`config.mk`:
```
export PLATFORM = sky130hd
export DESIGN_NAME = alu_seq
export DESIGN_NICKNAME = d
export VERILOG_FILES = /design/src/rtl/alu_pkg.sv /design/src/rtl/alu_seq_opdec.sv /design/src/rtl/alu_seq.sv
export SDC_FILE = /design/constraint.sdc
export NUM_CORES = 1
export LEC_CHECK = 0
export ABC_AREA = 1
export BUFFER_PORTS_ARGS = -buffer_cell sky130_fd_sc_hd__buf_2
export CAP_MARGIN = 20
export CORE_MARGIN = 2
export CORE_UTILIZATION = 38
export CTS_BUF_LIST = sky130_fd_sc_hd__clkbuf_8
export CTS_CLUSTER_SIZE = 24
export DETAILED_ROUTE_END_ITERATION = 8
export PLACE_DENSITY = 0.7
export REMOVE_ABC_BUFFERS = 1
export SLEW_MARGIN = 20
export SYNTH_ARGS = -nofsm -noshare
export SYNTH_HDL_FRONTEND = slang
export SYNTH_HIERARCHICAL = 1
export SYNTH_SLANG_ARGS = --single-unit
```
`constraint.sdc`:
```
create_clock -name clk -period 1.9 [get_ports clk]
set_clock_uncertainty 0.2 [all_clocks]
set_input_delay 0 -clock clk [delete_from_list [all_inputs] [get_ports clk]]
set_output_delay 0 -clock clk [all_outputs]
set_load 0.02 [all_outputs]
```
`src/rtl/alu_pkg.sv`:
```
// ---------------------------------------------------------------------------
// alu_pkg -- shared definitions for the alu_seq byte-serial ALU sequencer.
//
// Contents:
//   OP_*        3-bit operation codes presented on alu_seq.op
//   OPF_*       one-hot operation selects driven on alu_seq.alu_opFlag
//   alu_state_e sequencer FSM state encoding
//   is_arith()  true for the ops that update the carry/borrow flag
//
// Configuration macro: ALU_SEQ_WIDE_EN
//   When defined, the FSM includes the ST_HI state used by 16-bit two-pass
//   operations. When undefined, ST_HI does not exist.
// ---------------------------------------------------------------------------
package alu_pkg;

  localparam logic [2:0] OP_NOT = 3'd0;
  localparam logic [2:0] OP_OR  = 3'd1;
  localparam logic [2:0] OP_AND = 3'd2;
  localparam logic [2:0] OP_ADD = 3'd3;
  localparam logic [2:0] OP_SUB = 3'd4;
  localparam logic [2:0] OP_XOR = 3'd5;

  localparam logic [7:0] OPF_NONE = 8'h00;
  localparam logic [7:0] OPF_NOT  = 8'h01;
  localparam logic [7:0] OPF_OR   = 8'h02;
  localparam logic [7:0] OPF_AND  = 8'h04;
  localparam logic [7:0] OPF_ADD  = 8'h08;
  localparam logic [7:0] OPF_SUB  = 8'h10;
  localparam logic [7:0] OPF_XOR  = 8'h20;

  // Encodings are fixed so the debug state value means the same thing in
  // both builds; 2'd2 is simply unused when the wide pass is compiled out.
`ifdef ALU_SEQ_WIDE_EN
  typedef enum logic [1:0] {
    ST_IDLE = 2'd0,
    ST_LO   = 2'd1,
    ST_HI   = 2'd2,
    ST_DONE = 2'd3
  } alu_state_e;
`else
  typedef enum logic [1:0] {
    ST_IDLE = 2'd0,
    ST_LO   = 2'd1,
    ST_DONE = 2'd3
  } alu_state_e;
`endif

  function automatic logic is_arith(input logic [2:0] op);
    return (op == OP_ADD) || (op == OP_SUB);
  endfunction

endpackage

```
`src/rtl/alu_seq_opdec.sv`:
```
// ---------------------------------------------------------------------------
// alu_seq_opdec -- combinational decode of the 3-bit op code into the
// one-hot ALU operation select.
//
// Ports:
//   op_i        in  3  operation code
//   op_flag_o   out 8  one-hot select (8'h00 for op 6/7)
//   op_valid_o  out 1  1 when op maps to a real ALU operation
// ---------------------------------------------------------------------------
module alu_seq_opdec
  import alu_pkg::*;
(
  input  logic [2:0] op_i,
  output logic [7:0] op_flag_o,
  output logic       op_valid_o
);

  always_comb begin
    op_flag_o = OPF_NONE;
    case (op_i)
      OP_NOT:  op_flag_o = OPF_NOT;
      OP_OR:   op_flag_o = OPF_OR;
      OP_AND:  op_flag_o = OPF_AND;
      OP_ADD:  op_flag_o = OPF_ADD;
      OP_SUB:  op_flag_o = OPF_SUB;
      OP_XOR:  op_flag_o = OPF_XOR;
      default: op_flag_o = OPF_NONE;
    endcase
  end

  assign op_valid_o = (op_flag_o != OPF_NONE);

endmodule

```
`src/rtl/alu_seq.sv`:
```
// ---------------------------------------------------------------------------
// alu_seq -- sequences 8-bit or 16-bit operations through an external
// byte-wide combinational ALU, one byte per cycle (low byte first).
//
// Configuration macro: ALU_SEQ_WIDE_EN
//   Defined   : wide=1 runs a second (high-byte) pass in ST_HI.
//   Undefined : wide is ignored, ST_HI is absent, a/b[15:8] are unused and
//               result[15:8] is tied to zero.
//
// Ports:
//   clk, reset_n           clock (rising edge), async active-low reset
//   start                  request pulse, accepted only in IDLE
//   op, a, b, wide, cin_use request fields, latched on accepted start
//   busy, done             in-progress flag, one-cycle completion pulse
//   result, carry          registered result and carry/borrow flag
//   alu_a1, alu_a2         operand bytes to the ALU
//   alu_opFlag, alu_eFlag  one-hot op select and evaluate enable
//   alu_cin                carry/borrow into the ALU
//   alu_out, alu_cout      combinational ALU result byte and carry out
//   dbg_state              current FSM state (alu_state_e encoding)
//
// Handshake: a request is taken on a rising edge where start=1 and the
// block is in IDLE (busy=0); start is ignored at any other time. done is
// high for exactly the one cycle the FSM spends in DONE, at which point
// result/carry already hold the final values.
// ---------------------------------------------------------------------------
module alu_seq
  import alu_pkg::*;
(
  input  logic        clk,
  input  logic        reset_n,
  input  logic        start,
  input  logic [2:0]  op,
  input  logic [15:0] a,
  input  logic [15:0] b,
  input  logic        wide,
  input  logic        cin_use,
  output logic        busy,
  output logic        done,
  output logic [15:0] result,
  output logic        carry,
  output logic [7:0]  alu_a1,
  output logic [7:0]  alu_a2,
  output logic [7:0]  alu_opFlag,
  output logic        alu_eFlag,
  output logic        alu_cin,
  input  logic [7:0]  alu_out,
  input  logic        alu_cout,
  output logic [1:0]  dbg_state
);

  alu_state_e state_q;
  logic       busy_q;
  logic       done_q;
  logic [7:0] result_lo_q;
  logic       carry_q;
  logic [7:0] a1_q;
  logic [7:0] a2_q;
  logic [7:0] op_flag_q;
  logic       e_flag_q;
  logic       cin_q;
  logic       arith_q;
  logic       valid_q;

  logic [7:0] dec_flag;
  logic       dec_valid;

  alu_seq_opdec u_opdec (
    .op_i       (op),
    .op_flag_o  (dec_flag),
    .op_valid_o (dec_valid)
  );

  // Undefined op codes select no ALU function, so their result bytes are
  // forced to zero instead of trusting whatever the ALU drives.
  logic [7:0] cap_byte;
  assign cap_byte = valid_q ? alu_out : 8'h00;

`ifdef ALU_SEQ_WIDE_EN
  logic       wide_q;
  logic [7:0] a_hi_q;
  logic [7:0] b_hi_q;
  logic [7:0] result_hi_q;
`endif

  always_ff @(posedge clk or negedge reset_n) begin
    if (!reset_n) begin
      state_q     <= ST_IDLE;
      busy_q      <= 1'b0;
      done_q      <= 1'b0;
      result_lo_q <= 8'h00;
      carry_q     <= 1'b0;
      a1_q        <= 8'h00;
      a2_q        <= 8'h00;
      op_flag_q   <= 8'h00;
      e_flag_q    <= 1'b0;
      cin_q       <= 1'b0;
      arith_q     <= 1'b0;
      valid_q     <= 1'b0;
`ifdef ALU_SEQ_WIDE_EN
      wide_q      <= 1'b0;
      a_hi_q      <= 8'h00;
      b_hi_q      <= 8'h00;
      result_hi_q <= 8'h00;
`endif
    end else begin
      case (state_q)
        ST_IDLE: begin
          if (start) begin
            state_q   <= ST_LO;
            busy_q    <= 1'b1;
            arith_q   <= is_arith(op);
            valid_q   <= dec_valid;
            // ALU drive is registered, so the low-byte operands are loaded
            // here and are stable for the whole LO cycle.
            op_flag_q <= dec_flag;
            a1_q      <= a[7:0];
            a2_q      <= b[7:0];
            e_flag_q  <= 1'b1;
            cin_q     <= cin_use ? carry_q : 1'b0;
`ifdef ALU_SEQ_WIDE_EN
            wide_q    <= wide;
            a_hi_q    <= a[15:8];
            b_hi_q    <= b[15:8];
`endif
          end
        end

        ST_LO: begin
          result_lo_q <= cap_byte;
`ifdef ALU_SEQ_WIDE_EN
          if (wide_q) begin
            state_q <= ST_HI;
            a1_q    <= a_hi_q;
            a2_q    <= b_hi_q;
            // Low-byte carry chains into the high-byte pass.
            cin_q   <= alu_cout;
          end else begin
            state_q     <= ST_DONE;
            done_q      <= 1'b1;
            result_hi_q <= 8'h00;
            if (arith_q) carry_q <= alu_cout;
            a1_q      <= 8'h00;
            a2_q      <= 8'h00;
            op_flag_q <= 8'h00;
            e_flag_q  <= 1'b0;
            cin_q     <= 1'b0;
          end
`else
          state_q <= ST_DONE;
          done_q  <= 1'b1;
          if (arith_q) carry_q <= alu_cout;
          a1_q      <= 8'h00;
          a2_q      <= 8'h00;
          op_flag_q <= 8'h00;
          e_flag_q  <= 1'b0;
          cin_q     <= 1'b0;
`endif
        end

`ifdef ALU_SEQ_WIDE_EN
        ST_HI: begin
          state_q     <= ST_DONE;
          done_q      <= 1'b1;
          result_hi_q <= cap_byte;
          if (arith_q) carry_q <= alu_cout;
          a1_q      <= 8'h00;
          a2_q      <= 8'h00;
          op_flag_q <= 8'h00;
          e_flag_q  <= 1'b0;
          cin_q     <= 1'b0;
        end
`endif

        ST_DONE: begin
          // start seen here is dropped; the next request is taken in IDLE.
          state_q <= ST_IDLE;
          done_q  <= 1'b0;
          busy_q  <= 1'b0;
        end

        default: begin
          state_q   <= ST_IDLE;
          done_q    <= 1'b0;
          busy_q    <= 1'b0;
          a1_q      <= 8'h00;
          a2_q      <= 8'h00;
          op_flag_q <= 8'h00;
          e_flag_q  <= 1'b0;
          cin_q     <= 1'b0;
        end
      endcase
    end
  end

`ifdef ALU_SEQ_WIDE_EN
  assign result = {result_hi_q, result_lo_q};
`else
  assign result = {8'h00, result_lo_q};
  // High operand bytes and wide have no function in the narrow-only build.
  logic unused_hi;
  assign unused_hi = ^{a[15:8], b[15:8], wide};
`endif

  assign busy       = busy_q;
  assign done       = done_q;
  assign carry      = carry_q;
  assign alu_a1     = a1_q;
  assign alu_a2     = a2_q;
  assign alu_opFlag = op_flag_q;
  assign alu_eFlag  = e_flag_q;
  assign alu_cin    = cin_q;
  assign dbg_state  = state_q;

endmodule

```
==> Yosys cells after proc, flatten, opt, wreduce, memory -nomap -nowiden <==
Cells that the tools add are included.
Widths: inputs -> output; s select.
{ "word_totals": {"out_inout_bits": 47, "wordCells": 47, "in_bits": 49, "register_bits": 41} }
{ "op_classes": {"eq_ne": 8, "muxes": 17, "n_bitwise": 2, "reduce_logical": 8} }
{ "ops": {"columns": ["op", "count"], "rows": [
  ["$pmux 8 s2", 3],
  ["$pmux 6 s6", 1],
  ["$mux 8", 4],
  ["$pmux 1 s2", 4],
  ["$reduce_and 2->1", 4],
  ["$reduce_bool 8->1", 1],
  ["$eq 3x2->1 const B", 2],
  ["$eq 3x3->1 const B", 2],
  ["$pmux 2 s2", 1],
  ["$eq 3x1->1 const B", 1],
  ["$logic_not 3->1", 1],
  ["$mux 1", 3],
  ["$eq 2x1->1 const B", 1],
  ["$eq 2x2->1 const B", 1],
  ["$logic_not 2->1", 1],
  ["$mux 2", 1],
  ["$ne 2x2->1 const B", 1],
  ["$not 1->1", 2],
  ["$logic_or 1x1->1", 1]
]} }

==> Logic depth before layout (Yosys ltp) <==
{ "logic_depth": {"depth_word": 4, "mapped_depth": 6} }

==> Cells and area by module <==
The synthesis kept the hierarchy.
{ "by_module_without_submodules": {"columns": ["module", "cells_per_inst", "n_inst", "area_each_um2", "seq_area_each_um2"], "rows": [
  ["alu_seq", 187, 1, 1687.9, 1026.0],
  ["alu_seq_opdec", 16, 1, 70.1, 0.0]
]} }

==> Worst setup path before layout <==
Ideal clock, no wire load.
{ "synth_path": {"path_kind": "flip-flop to flip-flop", "startpoint": "register state_q[0], in the netlist dbg_state[0]", "endpoint": "register cin_q, in the netlist alu_cin", "setup_slack_ps": 565, "setup_ps": 66, "path_stages_with_launch": 7, "period_less_slack_ps": 1335, "arrival_time_ps": 1070, "cell_sequence": "dfrtp_1 > nor2_4 > nand2_2 > nand2_4 > buf_6 > nand2_1 > nand2_1"} }
{ "synth_between": {"elab_chain_len": 3} }
{ "synth_rtl": {"columns": ["item", "line", "text"], "rows": [
  ["from (decl)", "alu_seq.sv:52", "alu_state_e state_q;"],
  ["from (signal assigned)", "alu_seq.sv:88", "state_q <= ST_IDLE;"],
  ["from (signal assigned)", "alu_seq.sv:110", "state_q <= ST_LO;"],
  ["from (signal assigned)", "alu_seq.sv:150", "state_q <= ST_DONE;"],
  ["$logic_not 2->1 or $eq 2x2->1 (tied branches)", "alu_seq.sv:107", "case (state_q)"],
  ["$ne 2x2->1 (no line) or $not 1->1 (tied branches)", null, null],
  ["$reduce_and 2->1 (no line)", null, null],
  ["to (signal assigned)", "alu_seq.sv:120", "cin_q <= cin_use ? carry_q : 1'b0;"],
  ["to (decl)", "alu_seq.sv:61", "logic cin_q;"]
]} }
Parallel ways exist; a longest one is shown, timed or not.
A chain may end at the register's enable or synchronous reset.

==> Final worst setup path <==
Same ends and word-level chain as after synthesis.

==> impl_metrics.py <==
metrics = {
    "drt": {
        "vias_per_cell": 4.42,
        "drtIter0Drc": 85,
        "wl_mm": 3.90,
        "via_count": 1592,
        "drc": 0,
        "firstDrtPassIters": 4,
        "wl_per_cell_um": 10.8,
        "detail-route-antenna-nets": 0,
    },
    "worst_setup_path": {
        "cp_top_family": "buffers and inverters",
        "crit_path_cell_trace": "nor2_4 -> nand4_1 -> dlygate4sd3_1 -> nand2_1",
        "slowest_stage": "dlygate4sd3_1",
        "cp.depth": 4,
        "crit_buf_inv": 1,
        "slowest_delay_ps": 560,
        "cp-end-kind": "register",
        "crit_start": "dbg_state[0]",
        "reg2reg_from": "dbg_state[0]",
        "endpoint": "alu_cin",
        "regToRegSetupSlack_ps": 280,
        "worstPathMaxFanout": 4,
        "cp-start-kind": "register",
        "r2r-end": "alu_cin",
        "reg2reg_depth": 4,
        "arrival_ps": 1640,
        "worst_ep_required_time_ps": 1920,
        "critPathKind": "reg -> reg",
    },
    "floorplanning": {
        "core-area_mm2": 0.00441,
        "start_util_pct": 39.8,
        "die-area_mm2": 0.00519,
        "pin_count": 96,
        "placementRows": 24,
        "die_w_um": 72.0,
        "dieHeight_um": 72.0,
    },
    "finish": {
        "layout_commonest_cell": "nand2_1",
        "fillers": 411,
        "instances_no_fill": 360,
        "area.growth.synth_to_final_pct": 42.0,
        "num_antenna_cells": 0,
        "regArea_mm2": 0.00103,
        "final_cell_mix": "111 x nand2_1, 70 x buf_2, 41 x dfrtp_1",
        "multi_input_area_um2": 594,
        "nets": 356,
        "drive_above_1_share_pct": 26.9,
    },
    "synth": {
        "synthFlopType": "dfrtp_1",
        "yosys_register_bits": 41,
        "syn_area_mm2": 0.00176,
        "synthArstFlopShare_pct": 100,
        "synth_cells": 203,
        "synth_seq_area_share_pct": 58.4,
        "synth_edf_count": 0,
        "synth_warnings": 6,
        "syn_area_per_cell_um2": 8.66,
        "synth.distinct_cells": 18,
    },
    "grt": {
        "overflow": 0,
        "grt_max_degree": 32,
        "grt_pass1_wl_mm": 6.42,
        "grt_use_total_pct": 15.8,
        "antenna_found_initial": 0,
        "first_global_vias": 1489,
    },
    "sta": {
        "slew_violations": 0,
        "fin_crit_sh_pct": 85.2,
        "timing.fmax_mhz": 617,
        "hold_viol": 0,
        "fin_hold_ws_ps": 88.8,
        "setup_viol": 0,
        "worst_slew_pin_slew_ps": 682,
        "worst_slack_ps": 280,
        "period_needed_ps": 1620,
        "slew_headroom_pct": 54.6,
        "rsz0062_at_grt": "false",
        "finalSetupTns_ps": 0,
    },
    "pwr": {
        "peakVddDrop_uv": 479,
        "combPwrFrac_pct": 40.2,
        "p_sw_w": 0.00131,
        "internal_power_w": 0.00178,
        "power.density_mw_per_mm2": 1240,
        "seqPwrFrac_pct": 43.0,
        "p_leak_nw": 1.49,
        "power.share.switching_pct": 42.5,
        "p_clk_share_pct": 16.9,
    },
    "clock_network": {
        "cts.sinks": 41,
        "cts_root_buf": "clkbuf_8",
        "cts_tree": "yes",
        "clock_path_buffers": 2,
        "post_cts_resized": 0,
        "htree_num_levels": 2,
        "numCtsBuffers": 5,
        "clk_pin_slew_ps": 80,
        "postCtsSetupRepairBufs": 0,
        "hold_buffers": 34,
        "clk_latency_ps": 290,
    },
    "placement": {
        "post-place-ws_ps": 501,
        "place.gp.congestion": 0.674,
        "port_buffers": 70,
        "dpl.cell_count": 318,
        "dp_hpwl_mm": 2.39,
    },
    "worst_hold_path": {
        "min_path_type": "in -> async",
    },
    "run": {
        "max-cap-violations": 0,
    },
    "status": {
        "outcome": "finished clean",
    },
}
-- flip-flops by register name (all words and copies together) (netlist names) --
| register | flops |
|---|---|
| result_lo_q | 8 |
| busy | 1 |
| done | 1 |
| alu_eFlag | 1 |
| alu_opFlag | 8 |
| carry | 1 |
| alu_a2 | 8 |
| alu_a1 | 8 |
| valid_q | 1 |
| arith_q | 1 |
| alu_cin | 1 |
| dbg_state | 2 |
-- final cells by class --
cell class              count  share of cell area, %
multi-input cells         146                   23.8
inverters                   8                   1.30
repair buffers            105                   28.0
well taps                  52                   2.61
clock inverters             3                  0.451
clock buffers               5                   2.76
flip-flops and latches     41                   41.1
-- metrics by stage --
step	power [W]	cell area, um2	util (%)
2_1_floorplan	0.00208	1650	-
3_3_place_gp	0.00251	2080	47.0
3_5_place_dp	0.00254	2080	47.0
4_1_cts	0.00313	2500	56.5
5_1_grt	0.00332	2500	56.5
6_report	0.00309	2500	56.5
-- synth_stat cells (2+ instances only) --
cell,count,area share [%]
nand2_1,111,24
dfrtp_1,41,58
buf_4,10,4.3
o21ai_0,8,2.3
inv_1,6,1.3
nor2_1,6,1.3
buf_6,5,3.2
nand3_1,3,0.85
conb_1,2,0.43
nand2_2,2,0.71
nand2_4,2,1.3
-- worst reg2reg max path: stages (launching register included) --
cell	delay, ps
dfrtp_1	440
nor2_4	200
nand4_1	90
dlygate4sd3_1	560
nand2_1	70
-- how the worst min path moves through the flow --
stage,cells past startpoint,start,to,slack [ps]
floorplan,0,reset_n,alu_a1[0],-500
global placement,1,reset_n,dbg_state[0],-120
detailed placement,1,reset_n,alu_cin,-110
CTS,2,reset_n,result_lo_q[4],120
global route,2,reset_n,arith_q,170
finish,2,reset_n,arith_q,90
-- power groups by stage --
| stage | registers [W] | clock network (W) | logic (W) |
|---|---|---|---|
| finish | 0.00133 | 0.000520 | 0.00124 |
| global route | 0.00136 | 0.000582 | 0.00138 |
| CTS | 0.00132 | 0.000545 | 0.00126 |
| detailed placement | 0.00133 | 0 | 0.00120 |
| global placement | 0.00133 | 0 | 0.00118 |
| floorplan | 0.00162 | 0 | 0.000462 |
-- per-layer routing --
layer / GRT usage, % / vias to the layer above / wire length (um)
li1: - / 803 / -
met1: 19.3 / 733 / 1750
met2: 27.6 / 51 / 1900
met3: 3.33 / 5 / 223
met4: 6.08 / 0 / 37
met5: 0 / - / 0
-- kinds of logic (layout without fill, tap and decap cells) --
group / Yosys count / count (layout) / share of synthesized area [%]
AOI/OAI and AO/OA: 9 / 9 / 2.56
buffers and inverters: 24 / 121 / 9.54
DFF: 41 / 41 / 58.4
other: 2 / 10 / 0.427
and+or+nand+nor: 127 / 127 / 29.1
(Power assumes the default switching activity.)
